File: src/rtl/prog_bitstream_shifter.sv
// Drives the fabric serial programming port: MSB-first byte serializer with a divided
// prog clock, serial readback capture into bytes, and a timed prog-reset generator.
module prog_bitstream_shifter #(
  parameter int unsigned CLK_DIV          = 4,
  parameter int unsigned RST_HALF_PERIODS = 2
) (
  input  logic       clk,
  input  logic       reset,
  input  logic       s_valid,
  output logic       s_ready,
  input  logic [7:0] s_data,
  input  logic       s_last,
  input  logic       cfg_reset,
  output logic       m_valid,
  output logic [7:0] m_data,
  output logic       prog_clk,
  output logic       prog_rst,
  output logic       prog_en,
  output logic       prog_dout,
  input  logic       prog_din,
  output logic       busy,
  output logic       done
);

  localparam logic [2:0] ST_IDLE     = 3'd0;
  localparam logic [2:0] ST_RST      = 3'd1;
  localparam logic [2:0] ST_SHIFT_LO = 3'd2;
  localparam logic [2:0] ST_SHIFT_HI = 3'd3;
  localparam logic [2:0] ST_GAP      = 3'd4;

  localparam logic [7:0]  DIV_LAST = 8'(CLK_DIV - 1);
  localparam logic [15:0] RST_LAST = 16'(RST_HALF_PERIODS * CLK_DIV - 1);

  logic [2:0]  state;
  logic [7:0]  div_cnt;
  logic [2:0]  bit_cnt;
  logic [15:0] rst_cnt;
  logic [7:0]  tx_q;
  logic [7:0]  rx_q;
  logic        last_q;
  logic        div_done;
  logic        accept;

  assign div_done = (div_cnt == DIV_LAST);
  assign accept   = s_valid && s_ready && (state == ST_IDLE || state == ST_GAP);

  // NOTE: all state and outputs use non-blocking assignments so every register samples pre-edge values.
  always_ff @(posedge clk) begin
    if (reset) begin
      state     <= ST_IDLE;
      div_cnt   <= '0;
      bit_cnt   <= '0;
      rst_cnt   <= '0;
      tx_q      <= '0;
      rx_q      <= '0;
      last_q    <= 1'b0;
      s_ready   <= 1'b0;
      m_valid   <= 1'b0;
      m_data    <= '0;
      prog_clk  <= 1'b0;
      prog_rst  <= 1'b0;
      prog_en   <= 1'b0;
      prog_dout <= 1'b0;
      busy      <= 1'b0;
      done      <= 1'b0;
    end else begin
      m_valid <= 1'b0;
      done    <= 1'b0;
      if (accept) begin
        // First bit goes out together with prog_en; the rest wait in tx_q.
        state     <= ST_SHIFT_LO;
        div_cnt   <= '0;
        bit_cnt   <= '0;
        tx_q      <= {s_data[6:0], 1'b0};
        last_q    <= s_last;
        s_ready   <= 1'b0;
        busy      <= 1'b1;
        prog_en   <= 1'b1;
        prog_clk  <= 1'b0;
        prog_dout <= s_data[7];
      end else begin
        case (state)
          ST_IDLE: begin
            if (cfg_reset) begin
              state    <= ST_RST;
              rst_cnt  <= '0;
              prog_rst <= 1'b1;
              s_ready  <= 1'b0;
              busy     <= 1'b1;
            end else begin
              s_ready <= 1'b1;
            end
          end
          ST_RST: begin
            if (rst_cnt == RST_LAST) begin
              state    <= ST_IDLE;
              prog_rst <= 1'b0;
              s_ready  <= 1'b1;
              busy     <= 1'b0;
            end else begin
              rst_cnt <= rst_cnt + 16'd1;
            end
          end
          ST_SHIFT_LO: begin
            if (div_done) begin
              state    <= ST_SHIFT_HI;
              div_cnt  <= '0;
              prog_clk <= 1'b1;
              rx_q     <= {rx_q[6:0], prog_din};
            end else begin
              div_cnt <= div_cnt + 8'd1;
            end
          end
          ST_SHIFT_HI: begin
            if (div_done) begin
              div_cnt  <= '0;
              prog_clk <= 1'b0;
              bit_cnt  <= bit_cnt + 3'd1;
              if (bit_cnt != 3'd7) begin
                state     <= ST_SHIFT_LO;
                prog_dout <= tx_q[7];
                tx_q      <= {tx_q[6:0], 1'b0};
              end else begin
                m_valid <= 1'b1;
                m_data  <= rx_q;
                s_ready <= 1'b1;
                if (last_q) begin
                  state   <= ST_IDLE;
                  prog_en <= 1'b0;
                  busy    <= 1'b0;
                  done    <= 1'b1;
                end else begin
                  state <= ST_GAP;
                end
              end
            end else begin
              div_cnt <= div_cnt + 8'd1;
            end
          end
          ST_GAP: begin
            s_ready <= 1'b1;
          end
          default: begin
            state   <= ST_IDLE;
            s_ready <= 1'b0;
            busy    <= 1'b0;
          end
        endcase
      end
    end
  end

endmodule

File: config.mk
export PLATFORM = sky130hd
export DESIGN_NAME = prog_bitstream_shifter
export DESIGN_NICKNAME = d
export VERILOG_FILES = /design/src/rtl/prog_bitstream_shifter.sv
export SDC_FILE = /design/constraint.sdc
export NUM_CORES = 1
export LEC_CHECK = 0
export CAP_MARGIN = 20
export CORE_MARGIN = 2
export CORE_UTILIZATION = 55
export CTS_BUF_LIST = sky130_fd_sc_hd__clkbuf_8
export CTS_CLUSTER_SIZE = 25
export DETAILED_ROUTE_END_ITERATION = 16
export PLACE_DENSITY_LB_ADDON = 0.12
export SLEW_MARGIN = 20
export SYNTH_ARGS = -nofsm -noshare
export SYNTH_HDL_FRONTEND = slang
export SYNTH_SLANG_ARGS = --single-unit
File: constraint.sdc
create_clock -name clk -period 5.8 [get_ports clk]
set_clock_uncertainty 0.1 [all_clocks]
set_input_delay 1.16 -clock clk [delete_from_list [all_inputs] [get_ports clk]]
set_output_delay 1.16 -clock clk [all_outputs]
set_load 0.02 [all_outputs]
; Word-level counts from Yosys, hierarchy flattened
; Cells that the tools add are included.
[totals]
register_bits = 62
wordCells = 115
[op_classes]
n_mux = 40
n_bitwise = 6
n_addsub = 3
n_reduce_logical = 27
eq_ne = 22
[op_table]
columns = cell, n
row1 = 8-bit two-way mux, 5
row2 = 16-bit two-way mux, 2
row3 = 16-bit case mux with 2 select lines, 1
row4 = 3-bit inequality test (second input constant), 7
row5 = 1-bit two-way mux, 20
row6 = 4-bit AND reduction, 5
row7 = 3-bit two-way mux, 6
row8 = 16-bit by 1-bit adder with 16-bit output (second input constant), 1
row9 = 16-bit by 3-bit equality test with 1-bit output (second input constant), 1
row10 = 2-bit inequality test (second input constant), 8
row11 = 3-bit case mux with 5 select lines, 1
row12 = 2-bit nonzero test, 6
row13 = 5-bit AND reduction, 2
row14 = 3-bit AND reduction, 3
row15 = 8-bit by 1-bit adder with 8-bit output (second input constant), 1
row16 = 8-bit by 2-bit equality test with 1-bit output (second input constant), 1
row17 = 3-bit by 2-bit equality test with 1-bit output (second input constant), 2
row18 = 1-bit inverter, 6
row19 = 6-bit AND reduction, 1
row20 = 2-bit OR reduction, 3
row21 = 1-bit case mux with 5 select lines, 1
row22 = 5-bit OR reduction, 1
row23 = 1-bit case mux with 2 select lines, 2
row24 = 1-bit case mux with 4 select lines, 1
row25 = 10 further kinds, 11

; Logic depth before layout (Yosys ltp)
[depth]
word_depth = 5
depth_mapped = 8
ltp_nobuf = 6

; Least setup slack after synthesis
; Ideal clock, no wire load.
[synth_timing]
kind = input -> register
from = input cfg_reset
to = register rst_cnt[1]
arrival_ns = 2.155
path_slack_ns = 3.417
required_time_ns = 5.572
setup_time_ns = 0.128
path_stages = 7
path_cell_list = nor4b_4 and2_1 a31oi_1 buf_4 buf_4 mux2i_1 nor2_1
[synth_via]
elab_chain_len = 2
[synth_lines]
columns = item, line_no
row1 = "start, declared", 13  ; input logic cfg_reset,
row2 = 2-bit inequality test (no source line), --
row3 = 4-bit AND reduction (no source line), --
row4 = "end signal, assigned", 101  ; rst_cnt <= rst_cnt + 16'd1;
row5 = "end, declared", 37  ; logic [15:0] rst_cnt;
; Every way passes these cells.
; A chain may end at the register's enable or synchronous reset.

; Worst setup path in the final report
[layout_timing]
from = input s_valid
to = register m_data[2]
[layout_via]
elab_chain_len = 4
[layout_lines]
columns = item, line_no
row1 = "start, declared", 9  ; input logic s_valid,
row2 = 1-bit logical AND (2 in series), 45  ; assign accept = s_valid && s_ready && (state == ST_IDLE || state == ST_GAP);
row3 = 1-bit inverter (no source line), --
row4 = 4-bit AND reduction (no source line), --
row5 = "end signal, assigned", 125  ; m_data <= rx_q;
row6 = "end, declared", 15  ; output logic [7:0] m_data,
; Every way passes these cells.

==> reports/results.ini <==
[floorplan]
dieArea_sq_um=5560
core_area_sq_um=4750
io_pins=30
initial_utilization=0.576
die_x_um=74.6
die_y_um=74.6
num_rows=25

[synth]
synth.distinct_cells=41
ys.flop_type=dfxtp_1
yosys_warnings=0
ys_async_sr_fraction=0
avgSynthCellArea_sq_um=9.07
synthesis.nets=320
yosysSeqAreaShare=0.453
synth_seq_cells=62
netlist_area_sq_um=2740
synthCells=302
synth_edf_count=0

[critical_path]
critPathSlowestCell=nor3b_2
timing.rr.start=div_cnt[0]
critPathCaptureType=register
r2r-end=m_data[2]
cpMostUsedCell=nor2_1
r2r_cells=6
critPathLaunchType=input port
cp_slowest_stage_delay_ns=0.78
cp_cell_sequence=clkdlybuf4s50_1, nand2_1, nor2_1, nor3b_2, mux2i_1, nor2_1
critical_path_class=in -> reg
cp.arrival_ns=3.02
crit_family=simple AND/OR/NAND/NOR gates
critPathMaxFanout=11
path_buf_inv=1
reg2reg_slack_ns=3.07
worstPathRequired_ns=5.91

[global_routing]
gr-usage-all-layers=0.209
globalRoute.totalOverflow=0
grt_pass1_wl_um=8890
grt_max_degree=33
grt_pass1_vias=2003
antenna_found_initial=0

[sta]
fin_crit_ns=2.91
setup_viol=0
tightest_slew_ns=0.892
setup_tns_ns=0
max_freq_ghz=0.343
hold_violations=0
relSlewSlack=0.403
fin_crit_sh=0.502
rsz0062_at_grt=no
drv_slew=0

[clock_network]
cts_tree=yes
clock_sinks=62
cts_root_buf=clkbuf_8
ctsResizeCount=0
cts_setup_buffers=0
holdBufCountCts=0
cts_max_level=3
cts_buffers=9
clk_latency_ns=0.34
path_clk_slew_ns=0.06
cts_buffer_depth=2

[cells_and_area]
layout-drive-gt1-share=0.0785
finalNetCount=346
num_antenna_cells=0
stdcell_area_sq_um=3190
syn2layout_area_growth_pct=16.5
fillers=412

[flow_run]
drv_cap=0

[hold_path]
min_path_type=reg -> reg
holdPathStages=2
min-delay-start=tx_q[2]
whs_endpoint=tx_q[3]

[placed_design]
gp_congestion=0.788
place.port_buffers=29
postPlaceCellArea_sq_um=3040
hpwl_um=3430

[route]
dr.pass1.iters=4
drt-initial-drc-count=107
totalWireLength_um=5290
final_antenna_net_count=0
remaining_drc_errors=0
viasPerCell=5.51
num_vias=2193
wl_per_cell_um=13.3

[pwr]
p_leak_nw=1.10
powerDensity_nw_per_um2=268
ir_worst_vdd_uv=172

[outcome]
status=finished, final reports clean

## how the worst max path moves through the flow
stage / startpoint / end / slack (ns) / cells past startpoint
2_1_floorplan: cfg_reset / rst_cnt[1] / 3.42 / 7
3_3_place_gp: s_valid / m_data[5] / 2.58 / 6
3_5_place_dp: s_valid / m_data[1] / 2.51 / 6
4_1_cts: s_valid / m_data[1] / 2.87 / 6
5_1_grt: s_valid / done / 2.73 / 6
6_report: s_valid / m_data[2] / 2.89 / 6
## placed cells by master (no fill, tap or decap), types with 2 or more instances in the layout
cell and n:
a311oi_1 5, nor4_1 2, o31ai_1 2, nand3_1 14
xor2_1 8, nor3_1 3, or3_1 13, dfxtp_1 62
ha_1 4, clkinv_2 2, nor2_1 44, nand2b_1 4
nor4b_4 2, o21ai_0 17, buf_4 2, mux2i_1 20
and3_1 2, clkbuf_8 10, clkdlybuf4s50_1 29, nand4_1 7
nand2_1 25, and2_1 3, and4_1 3, a21oi_1 23
nor2b_1 2, a311oi_2 3, inv_1 6, or4_1 2
## cells in the mapped netlist (4+ instances only)
cell,count,area share
xor2_1,8,0.026
or3_1,13,0.030
o21ai_0,17,0.031
nand3_1,14,0.026
a21oi_1,23,0.042
mux2i_1,20,0.073
nor2_1,44,0.060
dfxtp_1,62,0.45
inv_1,4,0.0055
nand2b_1,4,0.0091
nand4_1,7,0.016
clkbuf_1,7,0.0096
ha_1,4,0.018
nand2_1,25,0.034
a311oi_1,5,0.016
## state kept, by name, summed over array words and instances (netlist names)
register	flops
busy	1
m_data	8
tx_q	7
prog_clk	1
div_cnt	8
prog_rst	1
s_ready	1
m_valid	1
prog_dout	1
done	1
bit_cnt	3
state	3
last_q	1
prog_en	1
rx_q	8
rst_cnt	16
## per-stage QoR
| stage | worst slack (ns) | hold slack (ns) | utilization | power [mW] | std cells |
|---|---|---|---|---|---|
| after floorplan | 3.42 | 0.358 | - | 0.529 | 302 |
| after global placement | 2.58 | 0.364 | 0.639 | 0.553 | 384 |
| final | 2.89 | 0.380 | 0.671 | 0.855 | 398 |
| after global routing | 2.73 | 0.401 | 0.671 | 0.891 | 398 |
| after CTS | 2.87 | 0.383 | 0.671 | 0.864 | 398 |
| after detailed placement | 2.51 | 0.374 | 0.639 | 0.554 | 384 |
## layout make-up
class                           instances  area (sq um)  share of cell area
Timing Repair Buffer                   31           305              0.0956
Clock inverter                          4          17.5             0.00549
Multi-Input combinational cell        220          1390               0.436
Sequential cell                        62          1240               0.389
Clock buffer                           10           138              0.0431
Tap cell                               67          83.8              0.0263
Inverter                                4          15.0             0.00470
## tightest hold or removal path, cell delays in order (launching register included)
cell and delay [ns]:
dfxtp_1 0.31, nand2_1 0.05, a311oi_1 0.07
## layer usage
layer | up-vias | GRT usage | wire length, um
li1 | 1127 | - | -
met1 | 1023 | 0.273 | 2600
met2 | 38 | 0.323 | 2430
met3 | 5 | 0.0569 | 206
met4 | 0 | 0.0952 | 58
met5 | - | 0 | 0
## logic make-up after synthesis
logic type | after synthesis | share of synthesized area
XOR/XNOR | 8 | 0.0256
multiplexers | 20 | 0.0731
AND/OR/NAND/NOR | 133 | 0.263
buffers and inverters | 20 | 0.0388
adder cells (fa/ha/maj) | 4 | 0.0183
AO/OA/AOI/OAI | 55 | 0.128
flip-flops | 62 | 0.453
## report_power, final
group	internal (mW)	leakage (nW)	switching, mW	total (mW)
registers	0.439	0.501	0.0138	0.453
clock network	0.157	0.0904	0.153	0.310
logic	0.0381	0.504	0.0537	0.0918
total	0.634	1.10	0.221	0.855
Power figures use the tool's default switching activity.
